--- config.mk ---
export PLATFORM = sky130hd
export DESIGN_NAME = audio_stream_ctrl_flat
export DESIGN_NICKNAME = d
export VERILOG_FILES = /design/src/rtl/audio_ctrl_pkg.sv /design/src/rtl/audio_stream_ctrl_if.sv /design/src/rtl/audio_sample_mixer.sv /design/src/rtl/audio_stream_ctrl.sv /design/src/flat_wrapper.sv
export SDC_FILE = /design/constraint.sdc
export NUM_CORES = 1
export LEC_CHECK = 0
export ABC_AREA = 1
export CAP_MARGIN = 5
export CELL_PAD_IN_SITES_DETAIL_PLACEMENT = 1
export CELL_PAD_IN_SITES_GLOBAL_PLACEMENT = 2
export CORE_MARGIN = 2
export CORE_UTILIZATION = 34
export DETAILED_ROUTE_END_ITERATION = 8
export PLACE_DENSITY = 0.95
export SETUP_SLACK_MARGIN = 0.2
export SLEW_MARGIN = 15
export SYNTH_ARGS = -nofsm -noshare
export SYNTH_HDL_FRONTEND = slang
export SYNTH_HIERARCHICAL = 1
export SYNTH_SLANG_ARGS = --single-unit
export TNS_END_PERCENT = 20
--- constraint.sdc ---
create_clock -name CLOCK_50 -period 4.7 [get_ports CLOCK_50]
set_clock_uncertainty 0.05 [all_clocks]
set_input_delay 0.94 -clock CLOCK_50 [delete_from_list [all_inputs] [get_ports CLOCK_50]]
set_output_delay 0.94 -clock CLOCK_50 [all_outputs]
set_load 0.05 [all_outputs]
--- src/rtl/audio_ctrl_pkg.sv ---
// Shared encodings for the audio stream controller: source modes, FSM states, sample width.
package audio_ctrl_pkg;

  localparam int SAMPLE_W = 24;

  localparam logic [1:0] MODE_PASS = 2'b00;
  localparam logic [1:0] MODE_ROM  = 2'b01;
  localparam logic [1:0] MODE_MUTE = 2'b10;
  localparam logic [1:0] MODE_MIX  = 2'b11;

  localparam logic [2:0] ST_IDLE       = 3'd0;
  localparam logic [2:0] ST_CAPTURE    = 3'd1;
  localparam logic [2:0] ST_ROM_WAIT   = 3'd2;
  localparam logic [2:0] ST_COMPUTE    = 3'd3;
  localparam logic [2:0] ST_WRITE_WAIT = 3'd4;
  localparam logic [2:0] ST_PUSH       = 3'd5;

  // Modes that read the tone ROM and therefore advance its address.
  function automatic logic uses_rom(input logic [1:0] m);
    return (m == MODE_ROM) || (m == MODE_MIX);
  endfunction

endpackage

--- src/rtl/audio_stream_ctrl_if.sv ---
// Codec sample handshake bundle: ADC pop side and DAC push side.
interface audio_stream_ctrl_if #(
  parameter int SAMPLE_W = audio_ctrl_pkg::SAMPLE_W
);
  logic                read_ready;
  logic                write_ready;
  logic [SAMPLE_W-1:0] readdata_left;
  logic [SAMPLE_W-1:0] readdata_right;
  logic                read;
  logic                write;
  logic [SAMPLE_W-1:0] writedata_left;
  logic [SAMPLE_W-1:0] writedata_right;

  modport master (
    input  read_ready, write_ready, readdata_left, readdata_right,
    output read, write, writedata_left, writedata_right
  );

  modport slave (
    output read_ready, write_ready, readdata_left, readdata_right,
    input  read, write, writedata_left, writedata_right
  );
endinterface

--- src/rtl/audio_sample_mixer.sv ---
// One channel of source select, line-in/ROM averaging and sign-preserving attenuation.
module audio_sample_mixer #(
  parameter int SAMPLE_W = 24
) (
  input  logic [1:0]          mode,
  input  logic [2:0]          atten,
  input  logic [SAMPLE_W-1:0] in_sample,
  input  logic [SAMPLE_W-1:0] rom_sample,
  output logic [SAMPLE_W-1:0] out_sample
);
  import audio_ctrl_pkg::*;

  logic [SAMPLE_W:0]          sum;
  logic signed [SAMPLE_W-1:0] src;

  // One guard bit makes the average exact; halving always fits back in SAMPLE_W.
  always_comb begin
    sum = {in_sample[SAMPLE_W-1], in_sample} + {rom_sample[SAMPLE_W-1], rom_sample};
  end

  always_comb begin
    src = in_sample;
    case (mode)
      MODE_PASS: src = in_sample;
      MODE_ROM:  src = rom_sample;
      MODE_MUTE: src = {SAMPLE_W{1'b0}};
      MODE_MIX:  src = SAMPLE_W'(sum >> 1);
      default:   src = {SAMPLE_W{1'b0}};
    endcase
  end

  always_comb begin
    out_sample = src >>> atten;
  end

endmodule

--- src/rtl/audio_stream_ctrl.sv ---
// Per-sample sequencer between the audio codec and the tone ROM: pops one ADC sample,
// forms the DAC sample from the latched mode, pushes it, and advances the ROM address.
module audio_stream_ctrl #(
  parameter int ADDR_W    = 16,
  parameter int ROM_DEPTH = 65536,
  parameter int ROM_LAT   = 2,
  parameter int SAMPLE_W  = 24
) (
  input  logic                CLOCK_50,
  input  logic                reset_n,
  input  logic [1:0]          mode,
  input  logic                loop_en,
  input  logic [2:0]          atten,
  audio_stream_ctrl_if.master codec,
  input  logic [SAMPLE_W-1:0] rom_q,
  output logic [ADDR_W-1:0]   rom_addr,
  output logic                rom_done,
  output logic                busy,
  output logic [15:0]         stall_cnt
);
  import audio_ctrl_pkg::*;

  localparam logic [ADDR_W-1:0] LAST_ADDR = ADDR_W'(ROM_DEPTH - 1);
  localparam logic [1:0]        WAIT_LAST = 2'(ROM_LAT - 1);

  logic [2:0]          state;
  logic [2:0]          state_nxt;
  logic [1:0]          mode_q;
  logic                loop_q;
  logic [2:0]          atten_q;
  logic [1:0]          wait_cnt;
  logic [SAMPLE_W-1:0] in_left;
  logic [SAMPLE_W-1:0] in_right;
  logic [SAMPLE_W-1:0] rom_eff;
  logic [SAMPLE_W-1:0] mix_left;
  logic [SAMPLE_W-1:0] mix_right;
  logic                start;

  always_comb begin
    start = (state == ST_IDLE) && codec.read_ready;
  end

  // Next-state logic; read_ready outside IDLE is simply left in the codec FIFO.
  always_comb begin
    state_nxt = state;
    case (state)
      ST_IDLE: begin
        if (codec.read_ready) state_nxt = ST_CAPTURE;
        else                  state_nxt = ST_IDLE;
      end
      ST_CAPTURE:  state_nxt = ST_ROM_WAIT;
      ST_ROM_WAIT: begin
        if (wait_cnt == WAIT_LAST) state_nxt = ST_COMPUTE;
        else                       state_nxt = ST_ROM_WAIT;
      end
      ST_COMPUTE:  state_nxt = ST_WRITE_WAIT;
      ST_WRITE_WAIT: begin
        if (codec.write_ready) state_nxt = ST_PUSH;
        else                   state_nxt = ST_WRITE_WAIT;
      end
      ST_PUSH:     state_nxt = ST_IDLE;
      default:     state_nxt = ST_IDLE;
    endcase
  end

  // Strobes and busy are decoded from the next state so they are registered yet aligned.
  always_ff @(posedge CLOCK_50 or negedge reset_n) begin
    if (!reset_n) begin
      state       <= ST_IDLE;
      busy        <= 1'b0;
      codec.read  <= 1'b0;
      codec.write <= 1'b0;
    end else begin
      state       <= state_nxt;
      busy        <= (state_nxt != ST_IDLE);
      codec.read  <= (state_nxt == ST_CAPTURE);
      codec.write <= (state_nxt == ST_PUSH);
    end
  end

  always_ff @(posedge CLOCK_50 or negedge reset_n) begin
    if (!reset_n) begin
      mode_q   <= 2'b00;
      loop_q   <= 1'b0;
      atten_q  <= 3'd0;
      wait_cnt <= 2'd0;
      in_left  <= {SAMPLE_W{1'b0}};
      in_right <= {SAMPLE_W{1'b0}};
    end else begin
      if (start) begin
        mode_q  <= mode;
        loop_q  <= loop_en;
        atten_q <= atten;
      end
      if (state == ST_CAPTURE) begin
        in_left  <= codec.readdata_left;
        in_right <= codec.readdata_right;
      end
      if (state == ST_ROM_WAIT) wait_cnt <= wait_cnt + 2'd1;
      else                      wait_cnt <= 2'd0;
    end
  end

  // A finished non-looping tone contributes silence.
  always_comb begin
    if (rom_done) rom_eff = {SAMPLE_W{1'b0}};
    else          rom_eff = rom_q;
  end

  audio_sample_mixer #(.SAMPLE_W(SAMPLE_W)) u_mix_left (
    .mode       (mode_q),
    .atten      (atten_q),
    .in_sample  (in_left),
    .rom_sample (rom_eff),
    .out_sample (mix_left)
  );

  audio_sample_mixer #(.SAMPLE_W(SAMPLE_W)) u_mix_right (
    .mode       (mode_q),
    .atten      (atten_q),
    .in_sample  (in_right),
    .rom_sample (rom_eff),
    .out_sample (mix_right)
  );

  always_ff @(posedge CLOCK_50 or negedge reset_n) begin
    if (!reset_n) begin
      codec.writedata_left  <= {SAMPLE_W{1'b0}};
      codec.writedata_right <= {SAMPLE_W{1'b0}};
    end else if (state == ST_COMPUTE) begin
      codec.writedata_left  <= mix_left;
      codec.writedata_right <= mix_right;
    end
  end

  // Address only moves once the sample has been pushed; non-ROM modes rewind the tone.
  always_ff @(posedge CLOCK_50 or negedge reset_n) begin
    if (!reset_n) begin
      rom_addr <= {ADDR_W{1'b0}};
      rom_done <= 1'b0;
    end else if (start && !uses_rom(mode)) begin
      rom_addr <= {ADDR_W{1'b0}};
      rom_done <= 1'b0;
    end else if ((state == ST_PUSH) && uses_rom(mode_q) && !rom_done) begin
      if (rom_addr < LAST_ADDR) rom_addr <= rom_addr + ADDR_W'(1);
      else if (loop_q)          rom_addr <= {ADDR_W{1'b0}};
      else                      rom_done <= 1'b1;
    end
  end

  always_ff @(posedge CLOCK_50 or negedge reset_n) begin
    if (!reset_n) begin
      stall_cnt <= 16'd0;
    end else if ((state == ST_WRITE_WAIT) && !codec.write_ready && (stall_cnt != 16'hFFFF)) begin
      stall_cnt <= stall_cnt + 16'd1;
    end
  end

endmodule
--- src/flat_wrapper.sv ---
// flat-port wrapper written by rule: the top's interface ports become plain ports
module audio_stream_ctrl_flat import audio_ctrl_pkg::*;
#(
  parameter int ADDR_W    = 16,
  parameter int ROM_DEPTH = 65536,
  parameter int ROM_LAT   = 2,
  parameter int SAMPLE_W  = 24
)
  (CLOCK_50, reset_n, mode, loop_en, atten, rom_q, rom_addr, rom_done, busy, stall_cnt, codec_read_ready, codec_write_ready, codec_readdata_left, codec_readdata_right, codec_read, codec_write, codec_writedata_left, codec_writedata_right);
  audio_stream_ctrl_if #(.SAMPLE_W(SAMPLE_W)) codec_i ();
  input  logic CLOCK_50;
  input  logic reset_n;
  input  logic [1:0] mode;
  input  logic loop_en;
  input  logic [2:0] atten;
  input  logic [SAMPLE_W-1:0] rom_q;
  output logic [ADDR_W-1:0] rom_addr;
  output logic rom_done;
  output logic busy;
  output logic [15:0] stall_cnt;
  input wire logic [$bits(codec_i.read_ready)-1:0] codec_read_ready;
  input wire logic [$bits(codec_i.write_ready)-1:0] codec_write_ready;
  input wire logic [$bits(codec_i.readdata_left)-1:0] codec_readdata_left;
  input wire logic [$bits(codec_i.readdata_right)-1:0] codec_readdata_right;
  output wire logic [$bits(codec_i.read)-1:0] codec_read;
  output wire logic [$bits(codec_i.write)-1:0] codec_write;
  output wire logic [$bits(codec_i.writedata_left)-1:0] codec_writedata_left;
  output wire logic [$bits(codec_i.writedata_right)-1:0] codec_writedata_right;
  assign codec_i.read_ready = codec_read_ready;
  assign codec_i.write_ready = codec_write_ready;
  assign codec_i.readdata_left = codec_readdata_left;
  assign codec_i.readdata_right = codec_readdata_right;
  assign codec_read = codec_i.read;
  assign codec_write = codec_i.write;
  assign codec_writedata_left = codec_i.writedata_left;
  assign codec_writedata_right = codec_i.writedata_right;
  audio_stream_ctrl #(.ADDR_W(ADDR_W), .ROM_DEPTH(ROM_DEPTH), .ROM_LAT(ROM_LAT), .SAMPLE_W(SAMPLE_W)) u_core (.CLOCK_50(CLOCK_50), .reset_n(reset_n), .mode(mode), .loop_en(loop_en), .atten(atten), .codec(codec_i), .rom_q(rom_q), .rom_addr(rom_addr), .rom_done(rom_done), .busy(busy), .stall_cnt(stall_cnt));
endmodule
; Word-level counts from Yosys, hierarchy flattened
; Index checks and enable logic that the tools add are counted.
[word_totals]
out_inout_bits = 84
register_bits = 143
inputBits = 82
memories = 0
mem_bits_ro = 0
mem_bits_rw = 0
latch_bits = 0
[op_classes]
eq_ne = 16
addsub = 5
div = 0
reduce_logical = 18
bitwise_logic = 0
muxes = 16
shifts = 2
mul = 0
n_lt_le_gt_ge = 1
[ops]
columns = op, n
row1 = $pmux 24 s4, 2
row2 = $mux 16, 4
row3 = $add 24x24->25, 2
row4 = $sshr 24x3->24, 2
row5 = $add 16x1->16 const B, 2
row6 = $mux 24, 1
row7 = $lt 16x16->1 const B, 1
row8 = $ne 16x16->1 const B, 1
row9 = $pmux 3 s5, 1
row10 = $eq 3x3->1 const B, 3
row11 = $mux 1, 7
row12 = $eq 2x1->1 const B, 3
row13 = $eq 2x2->1 const B, 3
row14 = $eq 3x1->1 const B, 2
row15 = $eq 3x2->1 const B, 2
row16 = $logic_and 1x1->1, 6
row17 = $reduce_bool 3->1, 2
row18 = $logic_not 1->1, 3
row19 = $logic_not 3->1, 1
row20 = $reduce_and 3->1, 1
row21 = $add 2x1->2 const B, 1
row22 = $logic_not 2->1, 1
row23 = $logic_or 1x1->1, 2
row24 = $mux 2, 1
row25 = other kinds (4), 4

; Logic depth before layout (Yosys ltp)
; Gate-level depths: netlist (run 1).
[depth]
ltp_word = 6
mapped_depth = 21
depth_no_buf = 21

; By module
; The synthesis (run 1) kept the hierarchy.
[modules_own_cells]
columns = mod, instances, seq_area_each_um2, area_each_um2, cells_each
row1 = audio_stream_ctrl, 1, 3578.4, 6264.8, 583
row2 = audio_sample_mixer, 2, 0.0, 3046.7, 629

; Worst setup path before layout (run 1)
; OpenSTA, ideal clock, no wires.
[synth_timing]
kind = flip-flop to flip-flop
startpoint = register u_core.rom_done
endpoint = register u_core.codec.writedata_left[12]
period_less_slack_ps = 3127
path_slack_ps = 1573
path_stages_with_launch = 19
arrival_time_ps = 2952
path_cell_list = dfrtp_1 -> clkbuf_1 -> clkbuf_1 -> nor2_1 -> ha_1 -> nand2_2 -> inv_1 -> a21oi_2 -> nand2_2 -> nand2_1 -> nand2_1 -> or2_1 -> nand3_2 -> nand3_1 -> nand2_1 -> nand2_1 -> nand3_1 -> nand2_1 -> mux2_2
[synth_via]
elab_chain_len = 4
[synth_rtl]
columns = element, line
row1 = "start, declared", audio_stream_ctrl.sv:17  ; output logic rom_done,
row2 = "start signal, assigned", audio_stream_ctrl.sv:140  ; rom_done <= 1'b0;
row3 = "start signal, assigned", audio_stream_ctrl.sv:143  ; rom_done <= 1'b0;
row4 = "start signal, assigned", audio_stream_ctrl.sv:147  ; else rom_done <= 1'b1;
row5 = $mux 24 *, audio_stream_ctrl.sv:106  ; if (rom_done) rom_eff = {SAMPLE_W{1'b0}};
row6 = via u_core.rom_eff[6], audio_stream_ctrl.sv:34  ; logic [SAMPLE_W-1:0] rom_eff;
row7 = $add 24x24->25, audio_sample_mixer.sv:18  ; sum = {in_sample[SAMPLE_W-1], in_sample} + {rom_sample[SAMPLE_W-1], rom_sample};
row8 = $pmux 24 s4 *, audio_sample_mixer.sv:23  ; case (mode)
row9 = $sshr 24x3->24 *, audio_sample_mixer.sv:33  ; out_sample = src >>> atten;
row10 = via u_core.mix_left[12], audio_stream_ctrl.sv:35  ; logic [SAMPLE_W-1:0] mix_left;
row11 = "end signal, assigned", audio_stream_ctrl.sv:128  ; codec.writedata_left <= {SAMPLE_W{1'b0}};
row12 = "end signal, assigned", audio_stream_ctrl.sv:131  ; codec.writedata_left <= mix_left;
row13 = "end, declared", audio_stream_ctrl_if.sv:16  ; output read, write, writedata_left, writedata_right
; Mark *: on every way through the listed nets, which the timed path passes. The rest lies on a longest branch.
; A chain may end at the register's enable or synchronous reset.

; Worst setup path after layout (run 1)
[layout_timing]
startpoint = input rom_q[14]
endpoint = register u_core.codec.writedata_right[11]
[layout_via]
elab_chain_len = 4
[layout_rtl]
columns = element, line
row1 = "start, declared", flat_wrapper.sv:16  ; input logic [SAMPLE_W-1:0] rom_q;
row2 = $mux 24 *, audio_stream_ctrl.sv:106
row3 = via u_core.rom_eff[14], audio_stream_ctrl.sv:34
row4 = $add 24x24->25, audio_sample_mixer.sv:18
row5 = $pmux 24 s4 *, audio_sample_mixer.sv:23
row6 = $sshr 24x3->24 *, audio_sample_mixer.sv:33
row7 = via u_core.mix_right[11], audio_stream_ctrl.sv:36  ; logic [SAMPLE_W-1:0] mix_right;
row8 = "end signal, assigned", audio_stream_ctrl.sv:129  ; codec.writedata_right <= {SAMPLE_W{1'b0}};
row9 = "end signal, assigned", audio_stream_ctrl.sv:132  ; codec.writedata_right <= mix_right;
row10 = "end, declared", audio_stream_ctrl_if.sv:16
; Marked as above.

==> results.toml, run 1 <==
[global_route]
grt_max_degree = 84
grt.overflow.total = 0
grt_use_total_pct = 24.8
grt_pass1_vias = 13400
grt_pass1_wl_um = 74000
grt_antenna_before_repair = 5

[placed_design]
dp.final_hpwl_um = 36000
gp_congestion = 0.901
port_buffers = 165

[synth]
synthMostInstantiatedCell = "nand2_1"
ys.flop_type = "dfrtp_1"
synthTopCellsByCount = "nand2_1 (639), inv_1 (246), nand3_1 (207), dfrtp_1 (143), nor2_1 (110)"
syn-num-nets = 1974
netlist.area_leader.share_pct = 29.0
ys_ff_latch = 143
synth_top_area_cell = "dfrtp_1"
netlist_area_um2 = 12400
synth.avg_cell_area_um2 = 6.71
synthCells = 1841
synth_edf_count = 0
yosys_warnings = 6
synthDistinctLibCells = 43
synth.area.top_cells = "dfrtp_1 (29%), nand2_1 (19%), mux2_2 (8.7%)"
synth_seq_area_share_pct = 29.0
synthArstFlopShare_pct = 100

[hold_path]
min-delay-start = "u_core/wait_cnt[0]"
hold_path.class = "reg2reg"

[clock_tree]
numCtsBuffers = 17
path_clk_slew_ps = 70
post_cts_buffers = 0
tritoncts = "done"
insertion_delay_ps = 450
cts.sinks = 143
htreeDepth = 4
cts_root_buf = "clkbuf_16"
ctsHoldBuffers = 0
cts_resized = 0
ctsLongestPathBuffers = 2

[floorplan]
die_h_um = 195
fp.dieW_um = 195
ios = 166
die_area_um2 = 37900
initial_core_util_pct = 34.7
fp-row-count = 69
core-area_um2 = 35700

[drt]
drc = 0
vias = 12800
drt_pass1_iterations = 5
via_per_inst = 5.19
drt-initial-drc-count = 673
ant_nets = 0
post_drt_wl_per_cell_um = 18.9
totalWireLength_um = 46500

[timing]
finalCritPeriodShare_pct = 84.3
slew_headroom_pct = 21.0
rsz0062_at_grt = "false"
setup_viol = 0
tightest_slew_ps = 1180
final.setup.tns_ps = 0
finalCriticalPeriod_ps = 3960
fmax_mhz = 253
drv_slew = 0
hold_viol = 0

[pwr]
peakVddDrop_uv = 398
finalPower_mw = 13.2
pwr-share-comb_pct = 71.5
power_leakage_nw = 7.55
switchingPower_mw = 7.47
power_density_nw_per_um2 = 876
p_int_mw = 5.73
power.share.sequential_pct = 17.9
switching_share_pct = 56.6
clockPowerShare_pct = 10.7

[final_layout]
seq_area_um2 = 3580
drive_above_1_share_pct = 10.9
fin_nets = 2125
n_fill_cell = 4626
area_growth_pct = 21.9
multi_input_area_um2 = 7560

[critical_path]
arrival_ps = 4240
crit_top_cell = "nand2_1"
regToRegSetupSlack_ps = 1090
end_kind = "flop"
timing.rr.start = "u_core/rom_done"
critPathKind = "in2reg"
critPathLaunchType = "input pin"
crit_chain = "clkdlybuf4s50_1 -> inv_1 -> nor2_1 -> buf_4 -> ha_1 -> nand2_1 -> inv_1 -> nand2_1 -> nand2_1 -> inv_1 -> nand2_1 -> inv_1 -> nand2_1 -> or2_1 -> nand3_2 -> nand3_1 -> nand2_1 -> nand2_1 -> nand3_1 -> nand2_1 -> mux2_2"
crit_start = "rom_q[14]"
critPathSlowestCell = "clkdlybuf4s50_1"
path_max_fanout = 5
crit_required_ps = 4980
critPathMaxStageDelay_ps = 480

[run]
maxCapViolations = 0

[run_status]
status = "finished, final reports clean"
-- area by class of cell --
class,count,share of cell area [%]
Multi-Input combinational cell,1392,50.2
Clock buffer,19,2.87
Timing Repair Buffer,184,11.9
Antenna cell,1,0.0166
Tap cell,461,3.83
Clock inverter,13,1.04
Inverter,254,6.34
Sequential cell,143,23.8
-- path summary, 6_finish.rpt --
kind | cells past startpoint | end
setup / recovery | 21 | u_core/codec.writedata_right[11]
hold / removal | 1 | u_core/wait_cnt[0]
setup reg to reg | 20 | u_core/codec.writedata_right[11]
hold reg to reg | 1 | u_core/wait_cnt[0]
max in group asynchronous | 2 | u_core/in_left[10]
min in group asynchronous | 1 | u_core/stall_cnt[4]
-- worst max-delay path, delay by kind of cell --
kind | cells | cell delay [ps]
simple gates | 13 | 1810
buf+inv | 6 | 940
fa+ha+maj | 1 | 280
mux | 1 | 270
-- power groups by stage --
stage	combinational, mW	sequential (mW)	clock, mW
finish	9.43	2.36	1.41
floorplan	5.75	3.06	0
CTS	9.33	2.36	1.46
global placement	9.01	2.34	0
global route	10.4	2.43	1.50
detailed placement	9.24	2.37	0
-- logic make-up after synthesis --
family | synth area share [%]
AO/OA/AOI/OAI | 7.11
XOR/XNOR | 1.35
adder cells (fa/ha/maj) | 5.29
buffers and inverters | 9.91
flip-flops | 29.0
multiplexers | 8.91
AND/OR/NAND/NOR | 38.5
-- metal layers --
layer | GRT usage [%] | vias up | wire (um)
met4 | 6.70 | 10 | 895
met2 | 38.6 | 300 | 20300
met3 | 7.31 | 59 | 3190
met5 | 0 | - | 57
li1 | - | 6225 | -
met1 | 33.5 | 6210 | 22100
-- flip-flops by register name, summed over array words and instances (netlist names) --
name	cells
u_core/rom_addr	16
u_core/busy	1
u_core/mode_q	2
u_core/wait_cnt	2
u_core/state	3
u_core/codec.writedata_right	24
u_core/codec.writedata_left	24
u_core/rom_done	1
u_core/codec.read	1
u_core/in_right	24
u_core/codec.write	1
u_core/in_left	24
u_core/atten_q	3
u_core/loop_q	1
u_core/stall_cnt	16
-- metrics by stage --
| step | area, um2 | util, % | std cells | hold slack, ps | setup WS, ps |
|---|---|---|---|---|---|
| floorplan | 12400 | - | 1841 | 360 | 1570 |
| global placement | 14500 | 40.6 | 2434 | 371 | 499 |
| detailed placement | 14500 | 40.6 | 2434 | 385 | 382 |
| CTS | 15100 | 42.2 | 2466 | 397 | 847 |
| global route | 15100 | 42.2 | 2466 | 404 | 587 |
| finish | 15100 | 42.2 | 2467 | 394 | 740 |
-- cell usage in the layout, fill, tap and decap left out, types with 9 or more instances in the layout --
cell               n
clkdlybuf4s50_1  164
inv_1            246
mux2_2            96
o21bai_1          10
nand3b_1          12
nand4_1           31
nor3_1            13
nor2_2            13
a22o_1            24
buf_4             19
xor2_1            12
o21ai_0           37
nand2_2           27
nand3_2           16
o211ai_1           9
clkbuf_16         17
a21oi_1           37
nand2_1          638
nor2_1           110
dfrtp_1          143
ha_1              49
nand3_1          206
o21ai_1           15
Power figures use the tool's default switching activity.
==> run 2: changes to the inputs <==
Settings changed: CORE_UTILIZATION 34 to 31, PLACE_DENSITY 0.95 to 0.88.
Clock period 4.7 ns to 3.86 ns, I/O delays scaled along.
==> run 2 against run 1 <==
Hold slack got worse by 69 ps. Combinational power rose by 26%. Final cell count rose by 4.8%. Sequential cell count did not move. Register-to-register slack got worse by 590 ps. Sequential power rose by 21%. Cell area rose by 3.3%. Critical path type unchanged.
==> results.toml, run 2 (synthesized netlist as in run 1, its figures left out) <==
[pwr]
power_leakage_nw = 7.81
power_density_nw_per_um2 = 1060
finalPower_mw = 16.5
peakVddDrop_uv = 454

[drt]
drt-initial-drc-count = 808
via_per_inst = 4.97
post_drt_wl_per_cell_um = 18.4
drt_pass1_iterations = 5
totalWireLength_um = 47500
vias = 12800
ant_nets = 0
drc = 0

[timing]
tightest_slew_ps = 868
rsz0062_at_grt = "true"
slew_headroom_pct = 42.1
finalCritPeriodShare_pct = 90.7
hold_viol = 0
finalCriticalPeriod_ps = 3500
setup_viol = 0
drv_slew = 0
fmax_mhz = 286

[critical_path]
rr_endpoint = "u_core/codec.writedata_right[19]"
path_max_fanout = 5
arrival_ps = 3780
worst-path-buf-inv = 3
critPathLaunchType = "input pin"
path_depth = 17
regToRegSetupSlack_ps = 500
critPathMaxStageDelay_ps = 460
critPathKind = "in2reg"
r2r_cells = 17
timing.rr.start = "u_core/rom_done"
path_delay_family = "simple AND/OR/NAND/NOR gates"
crit_top_cell = "nand3_1"
crit_chain = "clkdlybuf4s50_1 -> inv_1 -> nor2_1 -> ha_1 -> nand2_2 -> inv_1 -> a21oi_2 -> nand2_2 -> nand2_1 -> nand3b_1 -> nand3_1 -> nand3_1 -> nand2_1 -> nand3_1 -> nand3_1 -> nand2_1 -> mux2_2"
end_kind = "flop"
crit_required_ps = 4130
critPathSlowestCell = "clkdlybuf4s50_1"

[clock_tree]
path_clk_slew_ps = 60
cts_root_buf = "clkbuf_16"
post_cts_buffers = 0
cts.sinks = 143
tritoncts = "done"
ctsLongestPathBuffers = 2
htreeDepth = 4
numCtsBuffers = 17
insertion_delay_ps = 460
ctsHoldBuffers = 0

[placed_design]
port_buffers = 165
dp.final_hpwl_um = 37600
dp.cells = 2551
gp_congestion = 0.924

[global_route]
grt.overflow.total = 0
grt_pass1_wl_um = 75600
grt_busiest_layer = "met2"
grt_max_degree = 80
grt.met1_usage_pct = 32.8
grt_antenna_before_repair = 4
met2_usage_pct = 36.3
use_met3_pct = 5.72
grt_pass1_vias = 13500
grt_use_total_pct = 23.4

[final_layout]
final-instance-count-excl-fill = 2585
drive_above_1_share_pct = 13.3
area_growth_pct = 25.9
fin_nets = 2178
final_common_cell = "nand2_1"
mostFrequentLayoutCells = "nand2_1 (638), inv_1 (246), nand3_1 (206)"

[floorplan]
initial_core_util_pct = 31.2
core-area_um2 = 39500
ios = 166
fp-row-count = 73
die_h_um = 204
fp.dieW_um = 204
die_area_um2 = 41500

[run_status]
status = "finished, final reports clean"

[hold_path]
hold_path.class = "in2async"

[run]
maxCapViolations = 0
==> run 2: power by group <==
| part | switching (mW) | total [mW] | internal, mW |
|---|---|---|---|
| sequential | 0.706 | 2.86 | 2.15 |
| combinational | 7.66 | 11.9 | 4.26 |
| clock | 0.744 | 1.73 | 0.990 |
==> run 2: worst register-to-register path, stage by stage, from the launching register on <==
cell and delay, ps:
dfrtp_1 320, buf_4 300, nor2_1 150, buf_4 190, ha_1 390, nand2_1 140, nor2_1 220, and2_1 220
nand4_1 170, nand3_1 130, nand2_1 50, nand3_1 150, nand3_1 130, nand2_1 110, nand2_1 80, nand3_1 130
nand2_1 60, mux2_2 260
==> run 2: layout make-up <==
class,instances,area [um2]
antenna,3,7.51
clock buffer,20,457
clock inverter,11,131
fill,5060,24000
inverter,254,955
multi-input combinational,1392,7570
sequential,143,3580
tap,525,657
timing repair buffer,237,2210
==> run 2: timing repair <==
item                                    in CTS  in global routing
hold endpoints to repair                     0                  0
endpoints found under the setup margin       0                 28
resized for setup                            0                  2
==> run 2: worst max-delay path by stage <==
stage                                       endpoint             from  slack [ps]
CTS                  u_core/codec.writedata_left[16]         rom_q[7]         310
global placement     u_core/codec.writedata_left[10]         rom_q[7]        -170
floorplan            u_core/codec.writedata_left[12]  u_core/rom_done         730
global route        u_core/codec.writedata_right[16]        rom_q[13]         160
finish               u_core/codec.writedata_left[10]         rom_q[5]         360
detailed placement   u_core/codec.writedata_left[16]         rom_q[7]        -170
==> run 2: metrics by stage <==
stage | setup slack, ps | hold WS, ps | instance area, um2 | util (%) | TNS (ps)
floorplan | 733 | 360 | 12400 | - | 0
global placement | -167 | 372 | 15000 | 37.8 | -3150
detailed placement | -171 | 377 | 15000 | 37.8 | -3510
CTS | 310 | 345 | 15500 | 39.3 | 0
global route | 156 | 371 | 15600 | 39.3 | 0
finish | 358 | 326 | 15600 | 39.3 | 0
==> run 2: per-layer routing <==
metal / share of wire, % / wire (um)
met3: 6.3 / 3010
met4: 1.6 / 761
met5: 0.063 / 30
met2: 43 / 20600
met1: 49 / 23100
